--- src/rtl/spi_shift_engine_pkg.sv ---
// Shared SPI defines: character/divider sizes, shift-state
// encoding, capture bundle and bit-position helpers.
package spi_shift_engine_pkg;

    localparam int SPI_DIVIDER_LEN   = 16;
    localparam int SPI_MAX_CHAR      = 32;
    localparam int SPI_CHAR_LEN_BITS = 5;
    localparam int SPI_CNT_W         = SPI_CHAR_LEN_BITS + 1;

    typedef logic [SPI_MAX_CHAR-1:0] spi_char_t;
    typedef logic [SPI_CNT_W-1:0]    spi_cnt_t;

    typedef enum logic [1:0] {
        SH_IDLE  = 2'd0,
        SH_SHIFT = 2'd1,
        SH_DRAIN = 2'd2
    } spi_shift_state_e;

    // Transfer framing captured at start.
    typedef struct packed {
        spi_cnt_t len;
        logic     lsb;
        logic     tx_negedge;
        logic     rx_negedge;
    } spi_cfg_t;

    function automatic spi_cnt_t spi_len_eff(
        input logic [SPI_CHAR_LEN_BITS-1:0] len
    );
        spi_cnt_t r;
        if (len == '0)
            r = spi_cnt_t'(SPI_MAX_CHAR);
        else
            r = {1'b0, len};
        return r;
    endfunction

    function automatic logic [SPI_CHAR_LEN_BITS-1:0] spi_top_idx(
        input spi_cnt_t n
    );
        return SPI_CHAR_LEN_BITS'(n - spi_cnt_t'(1));
    endfunction

    function automatic logic spi_tx_bit(
        input spi_char_t d,
        input spi_cnt_t  n,
        input logic      lsb
    );
        logic r;
        if (lsb)
            r = d[0];
        else
            r = d[spi_top_idx(n)];
        return r;
    endfunction

    function automatic spi_char_t spi_shift_in(
        input spi_char_t d,
        input spi_cnt_t  n,
        input logic      lsb,
        input logic      din
    );
        spi_char_t r;
        if (lsb) begin
            r = d >> 1;
            r[spi_top_idx(n)] = din;
        end else begin
            r = {d[SPI_MAX_CHAR-2:0], din};
        end
        return r;
    endfunction

    function automatic spi_char_t spi_len_mask(input spi_cnt_t n);
        spi_char_t m;
        for (int i = 0; i < SPI_MAX_CHAR; i++)
            m[i] = (i < int'(n));
        return m;
    endfunction

endpackage

--- src/rtl/spi_shift_engine_if.sv ---
// Host-side bus of the shift engine: start/load control,
// framing setup, TX write data and RX read data.
interface spi_shift_engine_if;
    import spi_shift_engine_pkg::*;

    logic                         go;
    logic [SPI_CHAR_LEN_BITS-1:0] len;
    logic                         lsb;
    logic                         tx_negedge;
    logic                         rx_negedge;
    logic                         load;
    spi_char_t                    wr_data;
    spi_char_t                    rx_data;

    modport master (
        output go, len, lsb, tx_negedge, rx_negedge,
        output load, wr_data,
        input  rx_data
    );

    modport slave (
        input  go, len, lsb, tx_negedge, rx_negedge,
        input  load, wr_data,
        output rx_data
    );

endinterface

--- src/rtl/spi_shift_engine_edge_sel.sv ---
// spi_edge_sel: picks the TX and RX shift strobes from the
// SCLK generator strobes, gated by tip.
// Ports: tip, pos_edge, neg_edge, tx_negedge, rx_negedge in;
// tx_clk, rx_clk out.
module spi_edge_sel (
    input  logic tip,
    input  logic pos_edge,
    input  logic neg_edge,
    input  logic tx_negedge,
    input  logic rx_negedge,
    output logic tx_clk,
    output logic rx_clk
);

    assign tx_clk = tip & (tx_negedge ? neg_edge : pos_edge);
    assign rx_clk = tip & (rx_negedge ? neg_edge : pos_edge);

endmodule

--- src/rtl/spi_shift_engine.sv ---
// SPI master character shift engine (CPOL=0), 1..32 bits.
// Ports: wb_clk_in, wb_rst (async, active-high); bus (host
// slave modport); pos_edge, neg_edge, miso from the line/
// generator; tip, last_clk, mosi out; done out only when
// SPI_SHIFT_DONE_EN is defined.
module spi_shift_engine
    import spi_shift_engine_pkg::*;
(
    input  logic              wb_clk_in,
    input  logic              wb_rst,
    spi_shift_engine_if.slave bus,
    input  logic              pos_edge,
    input  logic              neg_edge,
    input  logic              miso,
    output logic              tip,
    output logic              last_clk,
    output logic              mosi
`ifdef SPI_SHIFT_DONE_EN
    ,
    output logic              done
`endif
);

    spi_shift_state_e state_q, state_d;
    spi_cnt_t         cnt_q, cnt_d;
    spi_char_t        data_q, data_d;
    spi_cfg_t         cfg_q, cfg_d;
    logic             mosi_q, mosi_d;
    logic             sampled_q, sampled_d;

    logic tx_clk;
    logic rx_clk;
    logic end_stb;
    logic tx_fire;

    spi_edge_sel u_edge_sel (
        .tip        (tip),
        .pos_edge   (pos_edge),
        .neg_edge   (neg_edge),
        .tx_negedge (cfg_q.tx_negedge),
        .rx_negedge (cfg_q.rx_negedge),
        .tx_clk     (tx_clk),
        .rx_clk     (rx_clk)
    );

    assign tip      = (state_q != SH_IDLE);
    assign last_clk = (state_q == SH_DRAIN);
    assign mosi     = mosi_q;

    assign bus.rx_data = data_q & spi_len_mask(cfg_q.len);

    // With rx on the falling edge the last sample and the
    // final falling SCLK are the same strobe.
    assign end_stb = tip && neg_edge &&
        ((cnt_q == '0) ||
         ((cnt_q == spi_cnt_t'(1)) && cfg_q.rx_negedge));

    // Next bit goes out only after the current one was
    // sampled, and only if another bit remains.
    assign tx_fire = tx_clk &&
        (rx_clk ? (cnt_q > spi_cnt_t'(1))
                : (sampled_q && (cnt_q != '0)));

    always_comb begin
        state_d   = state_q;
        cnt_d     = cnt_q;
        data_d    = data_q;
        cfg_d     = cfg_q;
        mosi_d    = mosi_q;
        sampled_d = sampled_q;

        unique case (state_q)
            SH_IDLE: begin
                if (bus.load)
                    data_d = bus.wr_data;
                if (bus.go) begin
                    cfg_d.len        = spi_len_eff(bus.len);
                    cfg_d.lsb        = bus.lsb;
                    cfg_d.tx_negedge = bus.tx_negedge;
                    cfg_d.rx_negedge = bus.rx_negedge;
                    cnt_d     = cfg_d.len;
                    mosi_d    = spi_tx_bit(data_d, cfg_d.len,
                                           bus.lsb);
                    sampled_d = 1'b0;
                    state_d   = SH_SHIFT;
                end
            end
            SH_SHIFT: begin
                if (rx_clk) begin
                    data_d    = spi_shift_in(data_q, cfg_q.len,
                                             cfg_q.lsb, miso);
                    cnt_d     = cnt_q - spi_cnt_t'(1);
                    sampled_d = 1'b1;
                end
                if (tx_fire) begin
                    mosi_d    = spi_tx_bit(data_d, cfg_q.len,
                                           cfg_q.lsb);
                    sampled_d = 1'b0;
                end
                if (end_stb)
                    state_d = SH_IDLE;
                else if (cnt_d == '0)
                    state_d = SH_DRAIN;
            end
            SH_DRAIN: begin
                if (end_stb)
                    state_d = SH_IDLE;
            end
            default: state_d = SH_IDLE;
        endcase
    end

    always_ff @(posedge wb_clk_in or posedge wb_rst) begin
        if (wb_rst) begin
            state_q   <= SH_IDLE;
            cnt_q     <= '0;
            data_q    <= '0;
            cfg_q     <= '{len: spi_cnt_t'(SPI_MAX_CHAR),
                           lsb: 1'b0,
                           tx_negedge: 1'b0,
                           rx_negedge: 1'b0};
            mosi_q    <= 1'b0;
            sampled_q <= 1'b0;
        end else begin
            state_q   <= state_d;
            cnt_q     <= cnt_d;
            data_q    <= data_d;
            cfg_q     <= cfg_d;
            mosi_q    <= mosi_d;
            sampled_q <= sampled_d;
        end
    end

`ifdef SPI_SHIFT_DONE_EN
    logic done_q, done_d;

    assign done_d = (state_q != SH_IDLE) &&
                    (state_d == SH_IDLE);
    assign done   = done_q;

    always_ff @(posedge wb_clk_in or posedge wb_rst) begin
        if (wb_rst)
            done_q <= 1'b0;
        else
            done_q <= done_d;
    end
`endif

endmodule

--- src/flat_wrapper.sv ---
// flat-port wrapper written by rule: the top's interface ports become plain ports
module spi_shift_engine_flat import spi_shift_engine_pkg::*;
  (wb_clk_in, wb_rst, pos_edge, neg_edge, miso, tip, last_clk, mosi, bus_go, bus_len, bus_lsb, bus_tx_negedge, bus_rx_negedge, bus_load, bus_wr_data, bus_rx_data);
  spi_shift_engine_if bus_i ();
  input  logic wb_clk_in;
  input  logic wb_rst;
  input  logic pos_edge;
  input  logic neg_edge;
  input  logic miso;
  output logic tip;
  output logic last_clk;
  output logic mosi;
  input wire logic [$bits(bus_i.go)-1:0] bus_go;
  input wire logic [$bits(bus_i.len)-1:0] bus_len;
  input wire logic [$bits(bus_i.lsb)-1:0] bus_lsb;
  input wire logic [$bits(bus_i.tx_negedge)-1:0] bus_tx_negedge;
  input wire logic [$bits(bus_i.rx_negedge)-1:0] bus_rx_negedge;
  input wire logic [$bits(bus_i.load)-1:0] bus_load;
  input wire logic [$bits(bus_i.wr_data)-1:0] bus_wr_data;
  output wire logic [$bits(bus_i.rx_data)-1:0] bus_rx_data;
  assign bus_i.go = bus_go;
  assign bus_i.len = bus_len;
  assign bus_i.lsb = bus_lsb;
  assign bus_i.tx_negedge = bus_tx_negedge;
  assign bus_i.rx_negedge = bus_rx_negedge;
  assign bus_i.load = bus_load;
  assign bus_i.wr_data = bus_wr_data;
  assign bus_rx_data = bus_i.rx_data;
  spi_shift_engine u_core (.wb_clk_in(wb_clk_in), .wb_rst(wb_rst), .bus(bus_i), .pos_edge(pos_edge), .neg_edge(neg_edge), .miso(miso), .tip(tip), .last_clk(last_clk), .mosi(mosi));
endmodule
--- config.mk ---
export PLATFORM = sky130hd
export DESIGN_NAME = spi_shift_engine_flat
export DESIGN_NICKNAME = d
export VERILOG_FILES = /design/src/rtl/spi_shift_engine_pkg.sv /design/src/rtl/spi_shift_engine_if.sv /design/src/rtl/spi_shift_engine_edge_sel.sv /design/src/rtl/spi_shift_engine.sv /design/src/flat_wrapper.sv
export SDC_FILE = /design/constraint.sdc
export NUM_CORES = 1
export LEC_CHECK = 0
export BUFFER_PORTS_ARGS = -buffer_cell sky130_fd_sc_hd__buf_2
export CORE_MARGIN = 2
export CORE_UTILIZATION = 64
export CTS_CLUSTER_DIAMETER = 120
export DETAILED_ROUTE_END_ITERATION = 7
export PLACE_DENSITY = 0.84
export SLEW_MARGIN = 15
export SYNTH_ARGS = -nofsm -noshare
export SYNTH_HDL_FRONTEND = slang
export SYNTH_HIERARCHICAL = 1
export SYNTH_SLANG_ARGS = --single-unit
--- constraint.sdc ---
create_clock -name wb_clk_in -period 7.05 [get_ports wb_clk_in]
set_clock_uncertainty 0.05 [all_clocks]
set_input_delay 0.705 -clock wb_clk_in [delete_from_list [all_inputs] [get_ports wb_clk_in]]
set_output_delay 0.705 -clock wb_clk_in [all_outputs]
set_load 0.05 [all_outputs]
==> run summary, run 1 <==
Most used DFF post-synth = sky130_fd_sc_hd__dfrtp_1
Gate family responsible for the most delay along the worst path = simple AND/OR/NAND/NOR gates
Proportion of synthesized flip-flops having asynchronous set or reset = 1.00
Sum of internal, switching and leakage power = 3.61 mW
Number of buffers and inverters on the critical path = 2
Vias in the first global route = 5949
Number of distinct standard cells referenced by the synthesized netlist = 80
Static Leakage = 2.63 nW
Post-Synthesis Cell Area = 0.00593 mm^2
Number of standard-cell rows in the floorplan = 35
First-iteration detailed-routing DRC count = 853
Die outline width = 100 um
Post-DP HPWL = 15.4 mm
TritonCTS Buffers = 5
Post-detailed-routing wire length = 21.6 mm
Unrepaired setup endpoints after global routing = false
Die height = 100 um
Cell count after placement = 884
Post-route non-filler standard cell count = 893
Final Net Count = 836
Clk pin slew, worst setup/hold paths = 100 ps
DRT antenna net count = 0
Clock latency of the later-clocked register in the worst-skew pair = 320 ps
Top cells by area, synth = sky130_fd_sc_hd__dfrtp_1, sky130_fd_sc_hd__mux4_2, sky130_fd_sc_hd__mux2i_1
Timing-limited maximum frequency = 0.234 GHz
Data required, critical path = 7200 ps
Yosys top cell area share = 0.211
Actual transition at the worst max-transition pin = 988 ps
Number of nets in the synthesized netlist = 807
Mean number of vias per cell = 7.41
Routability congestion estimate from global placement = 1.03
Gate count of the mapped netlist = 751
Footprint of the multi-input gates = 0.00430 mm^2
Number of gates resized after CTS = 0
Filler instances = 752
Largest incremental delay on the critical path = 760 ps
Synth area leader = sky130_fd_sc_hd__dfrtp_1
# Post-CTS Setup Buffers = 0
Fin crit share = 0.605
Critical Path Fanout Max = 44
Number of maximum-capacitance constraint violations = 0
Initial Util = 0.651
Clock period minus final worst setup slack = 4270 ps
Total count of hold-check failures in the final report = 0
Areal power density over the cells = 564 mW/mm^2
Synth Register Bits = 51
Layout overhead on the synthesized area = 7.92%
Slew headroom = 0.339
Number of enable flip-flop cells after synthesis = 0
Total track usage = 0.428
Post-Place Cell Area = 0.00628 mm^2
Final core utilization = 0.702
Setup tns final = 0 ps
Number of sinks handled by clock tree synthesis = 51
Core Footprint = 0.00911 mm^2
Number of placed I/O pins = 82
Sequential-to-total area share from yosys stat = 0.216
Combined flip-flop and latch cell area = 0.00128 mm^2
Antenna violations before repair = 0
Hold buffer count at CTS = 0
Setup violators final = 0
Maximum number of pins on one net before global-route repair = 60
CTS HTree Levels = 2
Nature of the critical path startpoint = flip-flop
Status = complete, no violations
Class of the most critical setup path = reg -> reg
Total gr overflow = 0
Die Outline Area = 0.0100 mm^2
CTS tree = built
Final standard cell area without fillers = 0.00640 mm^2
Avg Cell Area, Syn = 7.89 um^2
Via count = 6618
Number of remaining DRC errors = 0
Synth warn = 6
Number of detailed-route iterations in the first pass = 6
Wire length of the first global-routing pass = 33.5 mm
Cell type of the slowest stage on the worst timing path = sky130_fd_sc_hd__nor4_1
Cell at the root of the clock tree = sky130_fd_sc_hd__clkbuf_8
Data arrival time at the worst-slack endpoint = 4420 ps
Element type at the critical path end = flip-flop
Peak supply drop = 489 uV
Fraction of layout instances using a drive strength above 1 = 0.196
Type of the tightest min-delay check = reg -> reg
Cell breakdown of the critical path = buf_4 > clkinv_1 > ha_1 > nand2b_1 > nor4_1 > o21ai_0 > mux2i_1 > mux2i_1 > o21ai_0 > nand4_1 > a41o_1
Count of port buffers added during placement = 81
Detail-routed net length per standard cell = 24.2 um
Final Slew Violations = 0
Buffer levels on the longest clock path = 2
## flip-flops by register name, indices dropped and copies added, names as in the netlist
signal and count:
u_core/cfg_q 9, u_core/data_q 32, u_core/sampled_q 1, u_core/state_q 2, u_core/mosi 1, u_core/cnt_q 6
## worst register-to-register path: stages, from the launching register on
cell and delay (ps):
sky130_fd_sc_hd__dfrtp_1 370, sky130_fd_sc_hd__buf_4 270, sky130_fd_sc_hd__clkinv_1 350, sky130_fd_sc_hd__ha_1 640
sky130_fd_sc_hd__nand2b_1 330, sky130_fd_sc_hd__nor4_1 760, sky130_fd_sc_hd__o21ai_0 270, sky130_fd_sc_hd__mux2i_1 360
sky130_fd_sc_hd__mux2i_1 150, sky130_fd_sc_hd__o21ai_0 210, sky130_fd_sc_hd__nand4_1 160, sky130_fd_sc_hd__a41o_1 230
## cells by family after synthesis
kind of cell	after synthesis	synth area share
flip-flops	51	0.216
multiplexers	73	0.167
AO/OA/AOI/OAI	286	0.333
XOR/XNOR	12	0.0177
adder cells (fa/ha/maj)	9	0.0190
AND/OR/NAND/NOR	229	0.187
buffers and inverters	91	0.0612
## power by group
group          internal (mW)  switching, mW
combinational          0.905           1.71
clock                  0.106          0.109
sequential             0.430          0.350
total                   1.44           2.17
## metrics by stage
step	hold WS (ps)	setup slack, ps
floorplan	413	3190
global route	505	2610
global placement	432	2730
finish	482	2780
CTS	483	2510
detailed placement	457	2550
## cell usage in the layout (no fill, tap or decap), types with 9 or more instances in the layout
| cell type | n |
|---|---|
| sky130_fd_sc_hd__nor3_1 | 17 |
| sky130_fd_sc_hd__a31oi_1 | 12 |
| sky130_fd_sc_hd__nand2_1 | 65 |
| sky130_fd_sc_hd__mux2i_1 | 39 |
| sky130_fd_sc_hd__a21o_1 | 9 |
| sky130_fd_sc_hd__o21ai_0 | 70 |
| sky130_fd_sc_hd__a211oi_1 | 21 |
| sky130_fd_sc_hd__dfrtp_1 | 49 |
| sky130_fd_sc_hd__mux4_2 | 19 |
| sky130_fd_sc_hd__a21boi_0 | 13 |
| sky130_fd_sc_hd__nand3_1 | 10 |
| sky130_fd_sc_hd__a21oi_1 | 45 |
| sky130_fd_sc_hd__nor2_1 | 65 |
| sky130_fd_sc_hd__nand2b_1 | 10 |
| sky130_fd_sc_hd__a22oi_1 | 16 |
| sky130_fd_sc_hd__a32oi_1 | 9 |
| sky130_fd_sc_hd__buf_4 | 10 |
| sky130_fd_sc_hd__inv_1 | 19 |
| sky130_fd_sc_hd__buf_2 | 81 |
| sky130_fd_sc_hd__ha_1 | 9 |
| sky130_fd_sc_hd__nor2b_1 | 19 |
| sky130_fd_sc_hd__mux2_2 | 15 |
| sky130_fd_sc_hd__o21a_1 | 10 |
## cells in the mapped netlist (6+ instances only)
library cell                n
sky130_fd_sc_hd__a211oi_1  21
sky130_fd_sc_hd__a21boi_0  13
sky130_fd_sc_hd__a21o_1     9
sky130_fd_sc_hd__a21oi_1   45
sky130_fd_sc_hd__a22oi_1   16
sky130_fd_sc_hd__a31oi_1   12
sky130_fd_sc_hd__a32oi_1    9
sky130_fd_sc_hd__and2_1     6
sky130_fd_sc_hd__buf_1     11
sky130_fd_sc_hd__buf_2     11
sky130_fd_sc_hd__clkbuf_1  45
sky130_fd_sc_hd__dfrtp_1   50
sky130_fd_sc_hd__ha_1       9
sky130_fd_sc_hd__inv_1     20
sky130_fd_sc_hd__mux2_2    15
sky130_fd_sc_hd__mux2i_1   39
sky130_fd_sc_hd__mux4_2    19
sky130_fd_sc_hd__nand2_1   65
sky130_fd_sc_hd__nand2b_1  10
sky130_fd_sc_hd__nand3_1   10
sky130_fd_sc_hd__nor2_1    65
sky130_fd_sc_hd__nor2b_1   21
sky130_fd_sc_hd__nor3_1    17
sky130_fd_sc_hd__o21a_1    10
sky130_fd_sc_hd__o21ai_0   70
sky130_fd_sc_hd__o221ai_1   6
sky130_fd_sc_hd__o22ai_1    6
sky130_fd_sc_hd__o31a_1     6
sky130_fd_sc_hd__xnor2_1    6
sky130_fd_sc_hd__xor2_1     6
## worst paths after layout
check / start / end / slack, ps / depth (start not counted)
min in group asynchronous: wb_rst / u_core/data_q[30]$_DFFE_PP0P_ / 520 / 3
worst min-delay path: u_core/sampled_q$_DFFE_PP0P_ / u_core/sampled_q$_DFFE_PP0P_ / 480 / 2
max in group asynchronous: wb_rst / u_core/state_q[1]$_DFFE_PP0P_ / 5930 / 3
worst max register to register: u_core/cfg_q[3]$_DFFE_PP0P_ / u_core/mosi$_DFFE_PP0P_ / 2780 / 11
worst max-delay path: u_core/cfg_q[3]$_DFFE_PP0P_ / u_core/mosi$_DFFE_PP0P_ / 2780 / 11
worst min register to register: u_core/sampled_q$_DFFE_PP0P_ / u_core/sampled_q$_DFFE_PP0P_ / 480 / 2
## final cells by class
class / count / area share
multi-input combinational: 609 / 0.672
sequential: 51 / 0.200
timing repair buffer: 91 / 0.0751
tap: 111 / 0.0217
inverter: 22 / 0.0129
clock buffer: 5 / 0.0108
clock inverter: 3 / 0.00685
antenna: 1 / 0.000391
## metal layers
| layer | share of wire | global-route usage | vias to the layer above |
|---|---|---|---|
| met3 | 0.14 | 0.0954 | 54 |
| met2 | 0.43 | 0.629 | 531 |
| met4 | 0.023 | 0.105 | 0 |
| li1 | - | - | 2906 |
| met5 | 0 | 0 | - |
| met1 | 0.40 | 0.640 | 3127 |
(Power assumes the default switching activity.)
==> run 2, diff against run 1 <==
--- a/config.mk
+++ b/config.mk
@@ -7,10 +7,10 @@
 export LEC_CHECK = 0
 export BUFFER_PORTS_ARGS = -buffer_cell sky130_fd_sc_hd__buf_2
 export CORE_MARGIN = 2
-export CORE_UTILIZATION = 64
+export CORE_UTILIZATION = 54
 export CTS_CLUSTER_DIAMETER = 120
 export DETAILED_ROUTE_END_ITERATION = 7
-export PLACE_DENSITY = 0.84
+export PLACE_DENSITY = 0.75
 export SLEW_MARGIN = 15
 export SYNTH_ARGS = -nofsm -noshare
 export SYNTH_HDL_FRONTEND = slang
==> constraint.sdc (replaced) <==
create_clock -name wb_clk_in -period 3.6 [get_ports wb_clk_in]
set_clock_uncertainty 0.05 [all_clocks]
set_input_delay 0.36 -clock wb_clk_in [delete_from_list [all_inputs] [get_ports wb_clk_in]]
set_output_delay 0.36 -clock wb_clk_in [all_outputs]
set_load 0.05 [all_outputs]
==> run 2 against run 1 <==
Worst hold slack worse by 300 ps; non-clock buffer count is 20 higher; clock-buffer cell count is 2 higher; setup slack worse by 2400 ps; clock power is 73% higher; flip-flop and latch count stayed put; utilization is 9.3 points lower; fmax is 32% higher; sequential power is 86% higher; via count hardly changed; critical endpoint unchanged; largest power group unchanged.
==> run summary, run 2 (synthesis gave the netlist of run 1 again) <==
Status = complete, no violations
Clock period minus final worst setup slack = 3220 ps
Post-detailed-routing wire length = 23.1 mm
Sum of internal, switching and leakage power = 7.28 mW
Most frequent cells in the layout = sky130_fd_sc_hd__buf_2, sky130_fd_sc_hd__o21ai_0, sky130_fd_sc_hd__nor2_1, sky130_fd_sc_hd__nand2_1, sky130_fd_sc_hd__dfrtp_1
Clock latency of the later-clocked register in the worst-skew pair = 330 ps
Critical Path Fanout Max = 15
Number of standard-cell rows in the floorplan = 38
Pre-CTS WS = 592 ps
Mean number of vias per cell = 7.04
Filler instances = 977
Die outline width = 109 um
Hold buffer count at CTS = 0
Element type at the critical path end = flip-flop
Maximum number of pins on one net before global-route repair = 56
Data arrival time at the worst-slack endpoint = 3390 ps
CTS HTree Levels = 2
End of the worst register-to-register path = u_core/mosi$_DFFE_PP0P_
Total count of hold-check failures in the final report = 0
Max FFs per register = 32
Actual transition at the worst max-transition pin = 944 ps
Top flop regs = u_core/data_q: 32 flops, u_core/cfg_q: 9 flops, u_core/cnt_q: 6 flops
Post-DP HPWL = 17.1 mm
Class of the most critical setup path = reg -> reg
First-iteration detailed-routing DRC count = 968
Static Leakage = 2.72 nW
Post-Place Cell Area = 0.00648 mm^2
Peak supply drop = 650 uV
Source of the critical timing path = u_core/cfg_q[3]$_DFFE_PP0P_
Worst reg-to-reg setup slack = 380 ps
Data required, critical path = 3760 ps
Met3 global-route usage = 0.0622
Most frequent standard cell in the layout excluding fill and tap cells = sky130_fd_sc_hd__buf_2
Number of diodes added for antenna fixing = 0
Final Net Count = 856
Total gr overflow = 0
Cell count after placement = 933
# Post-CTS Setup Buffers = 0
Slew headroom = 0.370
Initial Util = 0.549
Total track usage = 0.398
Timing-limited maximum frequency = 0.310 GHz
Buffer levels on the longest clock path = 2
Final standard cell area without fillers = 0.00657 mm^2
Via count = 6620
Die Outline Area = 0.0118 mm^2
Wire length of the first global-routing pass = 35.4 mm
Antenna violations before repair = 0
Number of sinks handled by clock tree synthesis = 51
TritonCTS Buffers = 5
Unrepaired setup endpoints after global routing = false
Global Route met1 Usage = 0.600
Type of the tightest min-delay check = in -> async
Cell at the root of the clock tree = sky130_fd_sc_hd__clkbuf_8
Layout overhead on the synthesized area = 10.9%
Number of placed I/O pins = 82
Core Footprint = 0.0108 mm^2
CTS tree = built
Number of maximum-capacitance constraint violations = 0
Post-route non-filler standard cell count = 941
Number of detailed-route iterations in the first pass = 5
Met2 usage = 0.583
Detail-routed net length per standard cell = 24.6 um
Number of remaining DRC errors = 0
Worst setup path endpoint = u_core/mosi$_DFFE_PP0P_
Areal power density over the cells = 1110 mW/mm^2
Nature of the critical path startpoint = flip-flop
Count of port buffers added during placement = 81
Final Slew Violations = 0
Die height = 109 um
Vias in the first global route = 6089
Footprint of the multi-input gates = 0.00430 mm^2
DRT antenna net count = 0
Clk pin slew, worst setup/hold paths = 110 ps
Top reg by flops = u_core/data_q
Number of gates resized after CTS = 0
Fin crit share = 0.895
Setup tns final = 0 ps
Setup violators final = 0
Smallest setup slack after layout = 376 ps
Launch point of the worst reg-to-reg path = u_core/cfg_q[3]$_DFFE_PP0P_
Fraction of layout instances using a drive strength above 1 = 0.212
Routability congestion estimate from global placement = 1.03
Register-to-Register Path Depth = 9
Combined flip-flop and latch cell area = 0.00128 mm^2
Busiest layer in global routing = met1
==> run 2: how the worst min path moves through the flow <==
| stage | startpoint | endpoint | slack (ps) | cells after the start |
|---|---|---|---|---|
| 2_1_floorplan | u_core/sampled_q$_DFFE_PP0P_ | u_core/sampled_q$_DFFE_PP0P_ | 410 | 2 |
| 3_3_place_gp | u_core/sampled_q$_DFFE_PP0P_ | u_core/sampled_q$_DFFE_PP0P_ | 430 | 2 |
| 3_5_place_dp | u_core/sampled_q$_DFFE_PP0P_ | u_core/sampled_q$_DFFE_PP0P_ | 430 | 2 |
| 4_1_cts | wb_rst | u_core/data_q[29]$_DFFE_PP0P_ | 200 | 2 |
| 5_1_grt | bus_tx_negedge | u_core/cfg_q[1]$_DFFE_PP0P_ | 200 | 2 |
| 6_report | wb_rst | u_core/data_q[30]$_DFFE_PP0P_ | 180 | 2 |
==> run 2: cell type report <==
type,instances,share of cell area
clock inverters,1,0.00133
repair buffers,111,0.0979
clock buffers,7,0.0131
inverters,22,0.0126
well taps,140,0.0267
flip-flops and latches,51,0.194
multi-input cells,609,0.654
==> run 2: report_power, final <==
| part | internal (mW) | switching [mW] | total (mW) | leakage [nW] |
|---|---|---|---|---|
| clock | 0.158 | 0.212 | 0.371 | 0.0484 |
| sequential | 0.843 | 0.608 | 1.45 | 0.624 |
| combinational | 1.92 | 3.54 | 5.46 | 2.05 |
==> run 2: per-layer routing <==
metal  part of all wire  up-vias
met1               0.43     3160
met5                  0        -
met4              0.024        0
li1                   -     2948
met2               0.43      464
met3               0.12       48
==> run 2: stage by stage <==
| stage | hold slack (ps) | utilization |
|---|---|---|
| floorplan | 413 | - |
| global placement | 432 | 0.600 |
| detailed placement | 435 | 0.600 |
| CTS | 202 | 0.609 |
| global route | 197 | 0.609 |
| finish | 183 | 0.609 |
==> run 2: worst max-delay path: stages (launching register included) <==
cell and delay, ps:
sky130_fd_sc_hd__dfrtp_1 410, sky130_fd_sc_hd__buf_4 230, sky130_fd_sc_hd__ha_1 650, sky130_fd_sc_hd__nand2_1 160, sky130_fd_sc_hd__o211a_1 250, sky130_fd_sc_hd__a221oi_1 490
sky130_fd_sc_hd__a211oi_1 160, sky130_fd_sc_hd__a211oi_1 280, sky130_fd_sc_hd__o311ai_1 200, sky130_fd_sc_hd__a41o_1 220
==> run 3, diff against run 2 <==
--- a/config.mk
+++ b/config.mk
@@ -7,10 +7,10 @@
 export LEC_CHECK = 0
 export BUFFER_PORTS_ARGS = -buffer_cell sky130_fd_sc_hd__buf_2
 export CORE_MARGIN = 2
-export CORE_UTILIZATION = 54
+export CORE_UTILIZATION = 60
 export CTS_CLUSTER_DIAMETER = 120
 export DETAILED_ROUTE_END_ITERATION = 7
-export PLACE_DENSITY = 0.75
+export PLACE_DENSITY_LB_ADDON = 0.1
 export SLEW_MARGIN = 15
 export SYNTH_ARGS = -nofsm -noshare
 export SYNTH_HDL_FRONTEND = slang
==> constraint.sdc (replaced) <==
create_clock -name wb_clk_in -period 3.5 [get_ports wb_clk_in]
set_clock_uncertainty 0.05 [all_clocks]
set_input_delay 0.35 -clock wb_clk_in [delete_from_list [all_inputs] [get_ports wb_clk_in]]
set_output_delay 0.35 -clock wb_clk_in [all_outputs]
set_load 0.05 [all_outputs]
==> run 3 against run 2 <==
Clock power increased by 16%; sequential share of layout area about the same; largest power group unchanged; utilization increased by 7.1 points; worst hold slack improved by 39 ps.
==> run summary, run 3 (synthesis gave the netlist of run 1 again) <==
Status = complete, no violations
Antenna violations before repair = 0
Data required, critical path = 3670 ps
Number of placed I/O pins = 82
Worst Hold End = u_core/cfg_q[0]$_DFFE_PP0P_
Cells on Worst Hold Path = 2
Worst reg-to-reg setup slack = 470 ps
Final Slew Violations = 0
Number of standard-cell rows in the floorplan = 36
Actual transition at the worst max-transition pin = 1070 ps
CTS tree = built
Maximum number of pins on one net before global-route repair = 46
Total count of hold-check failures in the final report = 0
Number of detailed-route iterations in the first pass = 6
Timing-limited maximum frequency = 0.331 GHz
Hold Startpoint = bus_rx_negedge
Register-to-Register Path Depth = 11
Nature of the critical path startpoint = flip-flop
Sum of routed wire segments on met1 = 8.64 mm
Number of diodes added for antenna fixing = 0
Launch point of the worst reg-to-reg path = u_core/state_q[0]$_DFFE_PP0P_
Number of maximum-capacitance constraint violations = 0
Wire length of the first global-routing pass = 33.7 mm
Routability congestion estimate from global placement = 1.03
Number of remaining DRC errors = 0
Top layer in use = met4
Critical Path Fanout Max = 17
Setup violators final = 0
Max FFs per register = 32
Post-DP HPWL = 16.4 mm
Final Net Count = 859
Die height = 103 um
Unrepaired setup endpoints after global routing = false
Detail-routed net length per standard cell = 23.7 um
Number of gates resized after CTS = 0
Peak supply drop = 610 uV
Die Outline Area = 0.0107 mm^2
Number of sinks handled by clock tree synthesis = 51
End of the worst register-to-register path = u_core/mosi$_DFFE_PP0P_
Cell at the root of the clock tree = sky130_fd_sc_hd__clkbuf_8
Die outline width = 103 um
DRT antenna net count = 0
Layout overhead on the synthesized area = 11.0%
Static Leakage = 2.74 nW
Data arrival time at the worst-slack endpoint = 3200 ps
Clock period minus final worst setup slack = 3030 ps
Sum of internal, switching and leakage power = 7.49 mW
Clk pin slew, worst setup/hold paths = 100 ps
Clock latency of the later-clocked register in the worst-skew pair = 320 ps
Type of the tightest min-delay check = in -> reg
Post-detailed-routing wire length = 22.2 mm
Most frequent standard cell in the layout excluding fill and tap cells = sky130_fd_sc_hd__buf_2
Top flop regs = u_core/data_q: 32 flops, u_core/cfg_q: 9 flops, u_core/cnt_q: 6 flops
Areal power density over the cells = 1140 mW/mm^2
Hold buffer count at CTS = 0
Vias in the first global route = 6080
Initial Util = 0.612
Setup tns final = 0 ps
Final standard cell area without fillers = 0.00658 mm^2
Fraction of layout instances using a drive strength above 1 = 0.214
Element type at the critical path end = flip-flop
Via count = 6680
Total gr overflow = 0
Total track usage = 0.418
Fin crit share = 0.864
Count of port buffers added during placement = 81
Class of the most critical setup path = reg -> reg
First-iteration detailed-routing DRC count = 862
Filler instances = 857
Slew headroom = 0.287
Core Footprint = 0.00968 mm^2
Post-Place Cell Area = 0.00648 mm^2
CTS HTree Levels = 2
TritonCTS Buffers = 5
Most frequent cells in the layout = sky130_fd_sc_hd__buf_2, sky130_fd_sc_hd__o21ai_0, sky130_fd_sc_hd__nor2_1, sky130_fd_sc_hd__nand2_1, sky130_fd_sc_hd__dfrtp_1
Mean number of vias per cell = 7.14
Met2 layer wire length in the routed design = 9.57 mm
Routed wire length on met3 = 3.24 mm
# Post-CTS Setup Buffers = 0
Buffer levels on the longest clock path = 2
Top reg by flops = u_core/data_q
==> run 3: cell types whose count changed in the layout (fill, tap and decap cells not counted), sizes merged <==
cell    change
clkinv      -1
bufinv      +1
clkbuf      -1
buf         +3
==> run 3: power by group <==
part	internal [mW]	switching [mW]
clock network	0.210	0.219
registers	0.868	0.611
logic	1.98	3.60
==> run 3: metrics by stage <==
| step | instances | hold WS, ps | setup slack, ps | util |
|---|---|---|---|---|
| after detailed placement | 929 | 460 | 505 | 0.669 |
| after floorplan | 751 | 413 | 24.5 | - |
| after global routing | 936 | 206 | 303 | 0.679 |
| after CTS | 936 | 213 | 558 | 0.679 |
| final | 936 | 222 | 474 | 0.679 |
| after global placement | 929 | 434 | 545 | 0.669 |
==> run 3: critical path: stages, from the launching register on <==
cell	delay (ps)
sky130_fd_sc_hd__dfrtp_1	360
sky130_fd_sc_hd__nor2_1	50
sky130_fd_sc_hd__buf_4	180
sky130_fd_sc_hd__inv_1	90
sky130_fd_sc_hd__nor2b_4	320
sky130_fd_sc_hd__inv_1	410
sky130_fd_sc_hd__nor2_1	430
sky130_fd_sc_hd__nand3_1	110
sky130_fd_sc_hd__and4b_1	240
sky130_fd_sc_hd__o311ai_1	360
sky130_fd_sc_hd__o311ai_1	130
sky130_fd_sc_hd__a41o_1	200
==> run 3: metal layers <==
metal	vias up	global-route usage
li1	2951	-
met1	3089	0.596
met2	571	0.618
met3	69	0.105
met4	0	0.147
met5	-	0
==> run 3: worst max path at each step <==
| stage | to | slack [ps] | from | depth (start not counted) |
|---|---|---|---|---|
| after floorplan | bus_rx_data[8] | 20 | u_core/cfg_q[3]$_DFFE_PP0P_ | 8 |
| after CTS | u_core/mosi$_DFFE_PP0P_ | 560 | u_core/state_q[0]$_DFFE_PP0P_ | 11 |
| after global routing | u_core/mosi$_DFFE_PP0P_ | 300 | u_core/cfg_q[4]$_DFFE_PP0P_ | 10 |
| after global placement | u_core/mosi$_DFFE_PP0P_ | 550 | bus_len[0] | 11 |
| final | u_core/mosi$_DFFE_PP0P_ | 470 | u_core/state_q[0]$_DFFE_PP0P_ | 11 |
| after detailed placement | u_core/mosi$_DFFE_PP0P_ | 500 | bus_len[0] | 11 |
==> run 3: cell type report <==
cell class                      count  area [um^2]  area share
Clock inverter                      1         30.0     0.00456
Timing Repair Buffer              114          653      0.0993
Tap cell                          133          166      0.0253
Inverter                           22         82.6      0.0125
Sequential cell                    51         1280       0.194
Clock buffer                        6         72.6      0.0110
Multi-Input combinational cell    609         4300       0.653
